`src/rtl/stack_lifo.sv`:
```
// LIFO operand stack for the stack-based MIPS datapath: registered TOS, entry count,
// full/empty status and sticky overflow/underflow flags.
module stack_lifo #(
  parameter int N     = 8,
  parameter int DEPTH = 8,
  parameter int AW    = 3
) (
  input  logic          clk,
  input  logic          rst,
  input  logic [N-1:0]  din,
  input  logic          push,
  input  logic          pop,
  output logic [N-1:0]  tos,
  output logic [AW:0]   sp,
  output logic          empty,
  output logic          full,
  output logic          ovf,
  output logic          unf
);

  localparam logic [AW:0]   SpMax  = DEPTH[AW:0];
  localparam logic [AW:0]   SpOne  = 1;
  localparam logic [AW-1:0] IdxOne = 1;
  localparam logic [AW-1:0] IdxTwo = 2;

  logic [N-1:0]  mem_q [DEPTH];
  logic [AW:0]   sp_q, sp_d;
  logic [N-1:0]  tos_q, tos_d;
  logic          ovf_q, ovf_d;
  logic          unf_q, unf_d;

  logic          memWe;
  logic [AW-1:0] memWa;
  logic [N-1:0]  memRd;
  logic          isEmpty, isFull;

  assign isEmpty = (sp_q == '0);
  assign isFull  = (sp_q == SpMax);
  // Entry below the current top; only consumed when sp >= 2, so low-bit wrap is harmless.
  assign memRd   = mem_q[sp_q[AW-1:0] - IdxTwo];

  always_comb begin
    sp_d  = sp_q;
    tos_d = tos_q;
    ovf_d = ovf_q;
    unf_d = unf_q;
    memWe = 1'b0;
    memWa = sp_q[AW-1:0];
    unique case ({push, pop})
      2'b10: begin
        if (isFull) begin
          ovf_d = 1'b1;
        end else begin
          memWe = 1'b1;
          sp_d  = sp_q + SpOne;
          tos_d = din;
        end
      end
      2'b01: begin
        if (isEmpty) begin
          unf_d = 1'b1;
        end else if (sp_q == SpOne) begin
          sp_d  = '0;
          tos_d = '0;
        end else begin
          sp_d  = sp_q - SpOne;
          tos_d = memRd;
        end
      end
      2'b11: begin
        // Replace-top on a non-empty stack; an empty stack degrades to a plain push.
        memWe = 1'b1;
        tos_d = din;
        if (isEmpty) begin
          sp_d = SpOne;
        end else begin
          memWa = sp_q[AW-1:0] - IdxOne;
        end
      end
      default: ;
    endcase
  end

  always_ff @(posedge clk) begin
    if (!rst) begin
      sp_q  <= '0;
      tos_q <= '0;
      ovf_q <= 1'b0;
      unf_q <= 1'b0;
    end else begin
      sp_q  <= sp_d;
      tos_q <= tos_d;
      ovf_q <= ovf_d;
      unf_q <= unf_d;
    end
  end

  // The array is deliberately left uncleared by reset; sp and tos hide its contents.
  always_ff @(posedge clk) begin
    if (rst && memWe) begin
      mem_q[memWa] <= din;
    end
  end

  assign tos   = tos_q;
  assign sp    = sp_q;
  assign empty = isEmpty;
  assign full  = isFull;
  assign ovf   = ovf_q;
  assign unf   = unf_q;

endmodule

```
`config.mk`:
```
export PLATFORM = sky130hd
export DESIGN_NAME = stack_lifo
export DESIGN_NICKNAME = d
export VERILOG_FILES = /design/src/rtl/stack_lifo.sv
export SDC_FILE = /design/constraint.sdc
export NUM_CORES = 1
export LEC_CHECK = 0
export CAP_MARGIN = 25
export CORE_MARGIN = 4
export CORE_UTILIZATION = 58
export DETAILED_ROUTE_END_ITERATION = 6
export GPL_TIMING_DRIVEN = 0
export PLACE_DENSITY = 0.88
export SLEW_MARGIN = 0
export SYNTH_ARGS = -nofsm -noshare
export SYNTH_HDL_FRONTEND = slang
export SYNTH_SLANG_ARGS = --single-unit
```
`constraint.sdc`:
```
create_clock -name clk -period 8.11 [get_ports clk]
set_input_delay 2.433 -clock clk [delete_from_list [all_inputs] [get_ports clk]]
set_output_delay 2.433 -clock clk [all_outputs]
set_load 0.05 [all_outputs]
```
# Word level (Yosys, flattened, before mapping)
# Memories as Yosys holds them, arrays and structs flattened.
# Cells that the tools add are included.
totals:
  register_bits: 14
  word_cells: 39
  inputBits: 12
  memories: 1
  mem_bits_rw: 64
mem_list:
  columns: ["memory", "depth", "word_bits", "read_ports", "rd_ports_with_merged_regs", "wr", "line", "rtl"]
  rows:
  - ["mem_q", 8, 8, 1, 0, 1, "26", "logic [N-1:0] mem_q [DEPTH];"]
op_classes:
  reduce_logical: 7
  n_addsub: 4
  n_mux: 15
  n_eq_ne: 8
op_table:
  columns: ["op", "count"]
  rows:
  - ["$mux W8", 3]
  - ["$pmux W8 S3", 1]
  - ["$mux W4", 4]
  - ["$pmux W4 S3", 1]
  - ["$mux W3", 2]
  - ["$ne A2 B2 Y1 const B", 3]
  - ["$add A4 B1 Y4 const B", 1]
  - ["$eq A2 B2 Y1 const B", 2]
  - ["$eq A4 B1 Y1 const B", 1]
  - ["$eq A4 B4 Y1 const B", 1]
  - ["$logic_not A4 Y1", 1]
  - ["$reduce_and A2 Y1", 2]
  - ["$reduce_and A4 Y1", 1]
  - ["$sub A4 B1 Y4 const B", 1]
  - ["$mux W1", 3]
  - ["$reduce_and A3 Y1", 1]
  - ["$reduce_bool A3 Y1", 1]
  - ["$sub A3 B1 Y3 const B", 1]
  - ["$sub A3 B2 Y3 const B", 1]
  - ["$eq A2 B1 Y1 const B", 1]
  - ["$pmux W1 S2", 1]
  - ["$logic_and A1 B1 Y1", 1]

# Logic depth before layout (Yosys ltp)
# Gate-level depths: netlist of run 1.
logic_depth:
  ltp_word: 6
  ltp_mapped: 9

# Worst setup path before layout of run 1
# No wires, ideal clock.
synth_timing:
  path_kind: "reg-to-output"
  start: "reg sp_q[1] (netlist: sp[1])"
  end: "out full"
  slack_ns: 3.493
  arrival_ns: 2.184
  required_time_ns: 5.677
  path_buffers: 2
  stages_incl_launch_ff: 7
  path_cell_list: "dfxtp_1 -> buf_2 -> buf_2 -> inv_1 -> ha_1 -> nor2b_1 -> and2_1"
synth_between:
  elab_chain_len: 1
synth_rtl:
  columns: ["element", "line", "rtl"]
  rows:
  - ["from (decl)", "27", "logic [AW:0] sp_q, sp_d;"]
  - ["from (signal assigned)", "91", "sp_q <= sp_d;"]
  - ["$eq A4 B4 Y1", "38", "assign isFull = (sp_q == SpMax);"]
  - ["to (decl)", "16", "output logic full,"]
# No other way between the ends.

# Final worst setup path of run 1
layout_timing:
  start: "reg sp_q[1] (netlist: sp[1])"
  end: "out empty"
layout_between:
  elab_chain_len: 1
layout_rtl:
  columns: ["element", "line", "rtl"]
  rows:
  - ["$logic_not A4 Y1", "37", "assign isEmpty = (sp_q == '0);"]
  - ["to (decl)", "15", "output logic empty,"]
# No other way between the ends.

==> summary.md, run 1 <==
| Metric | Value |
|---|---|
| Pre-CTS setup slack | 2.961 ns |
| # setup viols final | 0 |
| Uppermost layer routed | met4 |
| Post-Synth Simple-Gate Area | 9.001% |
| Largest family of logic cells by synthesized area | multiplexers |
| Die width | 84.63 um |
| PostCTS Resize Cnt | 0 |
| Commonest non-fill, non-tap cell in the layout | edfxtp_1 |
| R2R depth | 9 |
| Initial Utilization | 60.73% |
| CP Capture Type | primary output |
| Startpoint type of the worst setup path | register |
| WP data arrival | 3.08 ns |
| Metal1 wirelength | 2969 um |
| Vias per cell | 6.286 |
| Post-Syn Area | 0.003406 sq mm |
| Async set-reset flop share out of synthesis | 0% |
| Post-Route WL | 7241 um |
| Final Max Tran Viols | 0 |
| Initial DRC Count | 189 |
| Mux contribution to synthesized area | 14.11% |
| Post-synth EDFFs | 64 |
| Vias in the first global route | 2134 |
| Reg-to-reg endpoint | mem_q[3][0]$_DFFE_PP_ |
| HPWL Detailed | 4927 um |
| H-Tree Level Count | 3 |
| Final min period | 5.508 ns |
| Post-Synthesis Cells | 216 |
| CTS buffer count | 9 |
| CTS tree | done |
| CP most frequent cell | buf_2 |
| Hold-fix buffers, CTS | 0 |
| Fmax | 0.1815 GHz |
| Fin util | 73.87% |
| Synth Area in Compound Gates | 7.090% |
| Share of the synthesized area in the top cell type | 56.43% |
| Primary FF master, synth | edfxtp_1 |
| Post-layout nets | 281 |
| Final Power | 0.001397 W |
| Pin count of the biggest net entering global routing | 15 |
| CP Max Fanout | 10 |
| Layout cell share with drive strength beyond 1 | 24.34% |
| Commonest non-fill, non-tap cells in the layout | 64 x edfxtp_1, 27 x clkdlybuf4s50_1, 16 x mux4_2 |
| I/O pins | 28 |
| Total setup buffers inserted after CTS | 0 |
| CP max stage delay | 0.81 ns |
| DR WL/cell | 21.36 um |
| Post-Synth XOR/XNOR Area | 0.2572% |
| CTS Buffer Depth | 2 |
| Initial antenna violation count | 0 |
| Reg clk slew, reported paths | 0.08 ns |
| Fin crit share | 67.92% |
| Crit path required time | 5.68 ns |
| Port buffer count | 27 |
| Core area | 0.005608 sq mm |
| Outcome | finished, final reports clean |
| CP Cell Sequence | buf_2, buf_2, inv_1, ha_1, or3b_4, inv_2, clkdlybuf4s50_1 |
| Site Rows | 27 |
| Avg Cell Area, Syn | 15.77 sq um |
| Final hold slack | 0.4684 ns |
| Via count | 2131 |
| Peak VDD IR | 0.2542 mV |
| Clock root cell | clkbuf_8 |
| Synthesis Warnings | 0 |
| Final setup margin | 2.602 ns |
| Die height | 84.63 um |
| Area Growth Syn to Fin | 21.64% |
| Ant. Diodes | 0 |
| RSZ-0062 raised after global routing | false |
| Pre-antenna DRT Iters | 4 |
| Worst r2r src | sp[1]$_SDFFE_PN0P_ |
| Antenna-violating nets left | 0 |
| PD cells | 337.2 mW/mm^2 |
| Slowest-stage cell, CP | clkdlybuf4s50_1 |
| Hold Path Depth | 2 |
| Fin Setup TNS | 0 ns |
| Buf+Inv Stages, Crit Path | 5 |
| CP delay by family, top | buffers and inverters |
| Flop2flop setup slack | 4.56 ns |
| Worst Clk Skew | 0.007654 ns |
| Post-route DRC violation count | 0 |
| Max-cap check violation count | 0 |
| Stages on worst setup path | 7 |
| Seq cells post-synth | 78 |
| Min-Delay Path Class | reg -> reg |
| Slew HR | 47.66% |
| Hold EP | ovf$_SDFFE_PN0P_ |
| Gpl congestion | 0.8790 |
| Synthesized-area fraction occupied by adder cells | 2.572% |
| Worst slew pin tran | 0.7822 ns |
| Synth cell types | 42 |
| Leakage power | 1.414 nW |
| Die area | 0.007162 sq mm |
| First-pass GRT wire length | 11450 um |
| Overflow after GRT | 0 |
| Hold Startpoint | ovf$_SDFFE_PN0P_ |
| Worst skew pair latency | 0.35 ns |
| Seq/Total Area, Yosys | 64.66% |
| Final Hold Vio Count | 0 |
| Synth top area cells | edfxtp_1 56%, mux4_2 11%, dfxtp_1 8.2% |
| Clk sinks | 78 |
| Synth area leader | edfxtp_1 |
| Routed wl met3 | 414 um |
| GRT Resource Usage Total | 21.37% |
| Metal2 WL | 3681 um |
| Critical path type | reg -> out |
| Syn nets | 235 |
## routing by layer
metal,track usage [%],vias to the layer above
met4,8.201,0
met1,27.47,1071
met2,34.95,83
met3,5.594,20
li1,-,957
met5,0,-
## synthesized netlist by cell type, drive strengths merged (2+ instances only)
| library cell | instances |
|---|---|
| a21oi | 7 |
| buf | 7 |
| o2111ai | 2 |
| nor2 | 7 |
| clkbuf | 4 |
| ha | 7 |
| dfxtp | 14 |
| mux4 | 16 |
| nor3 | 6 |
| nor4 | 4 |
| mux2i | 9 |
| edfxtp | 64 |
| nand2 | 14 |
| mux2 | 2 |
| nand2b | 2 |
| o21ai | 5 |
| nor2b | 3 |
| o221ai | 8 |
| inv | 6 |
| nand3 | 10 |
| or3b | 2 |
## worst max path at each step
stage | startpoint | slack, ns | end
2_1_floorplan | sp[1]$_SDFFE_PN0P_ | 3.49 | full
3_3_place_gp | pop | 2.17 | mem_q[5][3]$_DFFE_PP_
3_5_place_dp | sp[1]$_SDFFE_PN0P_ | 2.96 | full
4_1_cts | sp[1]$_SDFFE_PN0P_ | 2.58 | full
5_1_grt | sp[1]$_SDFFE_PN0P_ | 2.38 | full
6_report | sp[1]$_SDFFE_PN0P_ | 2.60 | empty
## worst min-delay path: stages (launching register included)
cell     delay [ns]
dfxtp_1        0.33
a21oi_1        0.04
nor2_1         0.06
## power by group
part	total, W	switching, W	internal [W]
clock	0.000412	0.000144	0.000268
sequential	0.000499	0.0000195	0.000479
combinational	0.000486	0.000296	0.000190
## flip-flops by register name (all words and copies together) (netlist names)
name / count
sp: 4
ovf: 1
mem_q: 64
tos: 8
unf: 1
## stage by stage
stage | cell area [sq um] | cells
2_1_floorplan | 3406 | 216
3_3_place_gp | 3766 | 315
3_5_place_dp | 3851 | 323
4_1_cts | 4143 | 339
5_1_grt | 4143 | 339
6_report | 4143 | 339
## layout make-up
type                       instances  area (sq um)
buffer                            11         56.30
clock buffer                       9         123.9
clock inverter                     7         167.7
fill                             370          1465
inverter                           6         22.52
multi-input combinational        121          1150
sequential                        78          2202
tap                               72         90.09
timing repair buffer              35         330.3
## kinds of logic (layout without fill, tap and decap cells)
| kind of cell | count (synthesis) | in the layout |
|---|---|---|
| and+or+nand+nor | 56 | 56 |
| AOI/OAI and AO/OA | 30 | 30 |
| DFF | 78 | 78 |
| xor gates and xnor gates | 1 | 1 |
| adders and majority gates | 7 | 7 |
| muxes | 27 | 27 |
| buffers and inverters | 17 | 68 |
No activity file was read; power rests on OpenSTA's default activity.
==> inputs of run 2 (changes only) <==
Settings changed: CORE_UTILIZATION 58 to 52, PLACE_DENSITY 0.88 to 0.83.
Clock period 8.11 ns to 4.55 ns, I/O delays scaled along.
==> summary.md, run 2 (synthesis gave the netlist of run 1 again) <==
| Metric | Value |
|---|---|
| Outcome | finished, final reports clean |
| Die area | 0.007909 sq mm |
| Clk sinks | 78 |
| Initial DRC Count | 136 |
| WP data arrival | 2.92 ns |
| Worst r2r src | sp[1]$_SDFFE_PN0P_ |
| Slew HR | 40.40% |
| Vias in the first global route | 2149 |
| Overflow after GRT | 0 |
| Critical path type | reg -> out |
| Fin crit share | 94.14% |
| Worst slew pin tran | 0.8891 ns |
| Antenna-violating nets left | 0 |
| Commonest non-fill, non-tap cells in the layout | 64 x edfxtp_1, 26 x clkdlybuf4s50_1, 16 x mux4_2 |
| Biggest register | mem_q |
| Initial Utilization | 53.64% |
| Flop2flop setup slack | 1.12 ns |
| Total setup buffers inserted after CTS | 0 |
| PostCTS Resize Cnt | 0 |
| Reg-to-reg endpoint | mem_q[2][4]$_DFFE_PP_ |
| R2R depth | 8 |
| Layout cell share with drive strength beyond 1 | 24.71% |
| Fin util | 64.65% |
| CTS buffer count | 9 |
| Pre-antenna DRT Iters | 4 |
| Max-cap check violation count | 0 |
| Final Power | 0.002404 W |
| Ant. Diodes | 0 |
| Site Rows | 29 |
| Die height | 88.93 um |
| HPWL Detailed | 5062 um |
| GRT Resource Usage Total | 21.08% |
| H-Tree Level Count | 3 |
| Reg clk slew, reported paths | 0.08 ns |
| CP Max Fanout | 10 |
| # setup viols final | 0 |
| DR WL/cell | 21.85 um |
| Final min period | 4.283 ns |
| Area Growth Syn to Fin | 20.54% |
| Clock root cell | clkbuf_8 |
| Number of flip-flops in the largest register | 64 |
| Min-Delay Path Class | reg -> reg |
| Die width | 88.93 um |
| CTS tree | done |
| PD cells | 585.6 mW/mm^2 |
| Port buffer count | 27 |
| CP Capture Type | primary output |
| Gpl congestion | 0.8968 |
| RSZ-0062 raised after global routing | false |
| Startpoint type of the worst setup path | register |
| CTS Buffer Depth | 2 |
| Critical path capture point | full |
| First-pass GRT wire length | 11780 um |
| Final Hold Vio Count | 0 |
| I/O pins | 28 |
| Core area | 0.006350 sq mm |
| Crit path required time | 3.18 ns |
| CP Launch Point | sp[1]$_SDFFE_PN0P_ |
| Post-route DRC violation count | 0 |
| Vias per cell | 6.121 |
| Hold-fix buffers, CTS | 0 |
| Fmax | 0.2335 GHz |
| Leakage power | 1.384 nW |
| Pin count of the biggest net entering global routing | 15 |
| Post-Route WL | 7429 um |
| Via count | 2081 |
| Commonest non-fill, non-tap cell in the layout | edfxtp_1 |
| Initial antenna violation count | 0 |
| Worst Clk Skew | 0.01275 ns |
| Peak VDD IR | 0.3082 mV |
| Post-layout nets | 277 |
| Worst skew pair latency | 0.35 ns |
| Final Max Tran Viols | 0 |
[run 2: through the flow]
step                      hold slack (ns)  TNS [ns]  cells  setup slack [ns]  instance area [sq um]
after floorplan                    0.7133         0    216            0.8564                   3406
after global placement             0.4538    -9.705    320           -0.3462                   3772
after detailed placement           0.4643         0    324            0.4617                   3847
after CTS                          0.4840         0    340            0.1369                   4100
after global routing               0.5290         0    340           0.08272                   4105
final                              0.4781         0    340            0.2666                   4105
[run 2: final cells by class]
type                       count  area, sq um
fill                         436         2245
sequential                    78         2202
multi-input combinational    121         1170
timing repair buffer          31        302.8
clock buffer                  10        137.6
clock inverter                 6        115.1
tap                           77        96.34
buffer                        11        58.81
inverter                       6        22.52
[run 2: layer usage]
| metal | track usage (%) | vias to the layer above | routed length (um) |
|---|---|---|---|
| met4 | 10.96 | 0 | 215 |
| met3 | 4.608 | 18 | 390 |
| met5 | 0 | - | 0 |
| met2 | 35.56 | 65 | 3916 |
| li1 | - | 951 | - |
| met1 | 25.51 | 1047 | 2908 |
[run 2: power breakdown]
part / total (W) / internal, W / leakage [nW] / switching (W)
registers: 0.000891 / 0.000855 / 0.693 / 0.0000366
clock network: 0.000640 / 0.000383 / 0.124 / 0.000257
logic: 0.000873 / 0.000334 / 0.568 / 0.000538
[run 2: how the worst min path moves through the flow]
stage	startpoint	to	slack [ns]	cells past startpoint
4_1_cts	unf$_SDFFE_PN0P_	unf$_SDFFE_PN0P_	0.48	2
2_1_floorplan	mem_q[3][2]$_DFFE_PP_	tos[2]$_SDFFE_PN0P_	0.71	3
5_1_grt	unf$_SDFFE_PN0P_	unf$_SDFFE_PN0P_	0.53	2
3_5_place_dp	unf$_SDFFE_PN0P_	unf$_SDFFE_PN0P_	0.46	2
6_report	unf$_SDFFE_PN0P_	unf$_SDFFE_PN0P_	0.48	2
3_3_place_gp	ovf$_SDFFE_PN0P_	ovf$_SDFFE_PN0P_	0.45	2
[run 2: worst max-delay path, stage by stage (launching register included)]
cell	delay, ns
dfxtp_1	0.38
buf_2	0.34
clkbuf_4	0.36
inv_1	0.19
ha_1	0.26
nor2b_1	0.16
and2_1	0.17
clkdlybuf4s50_1	0.70
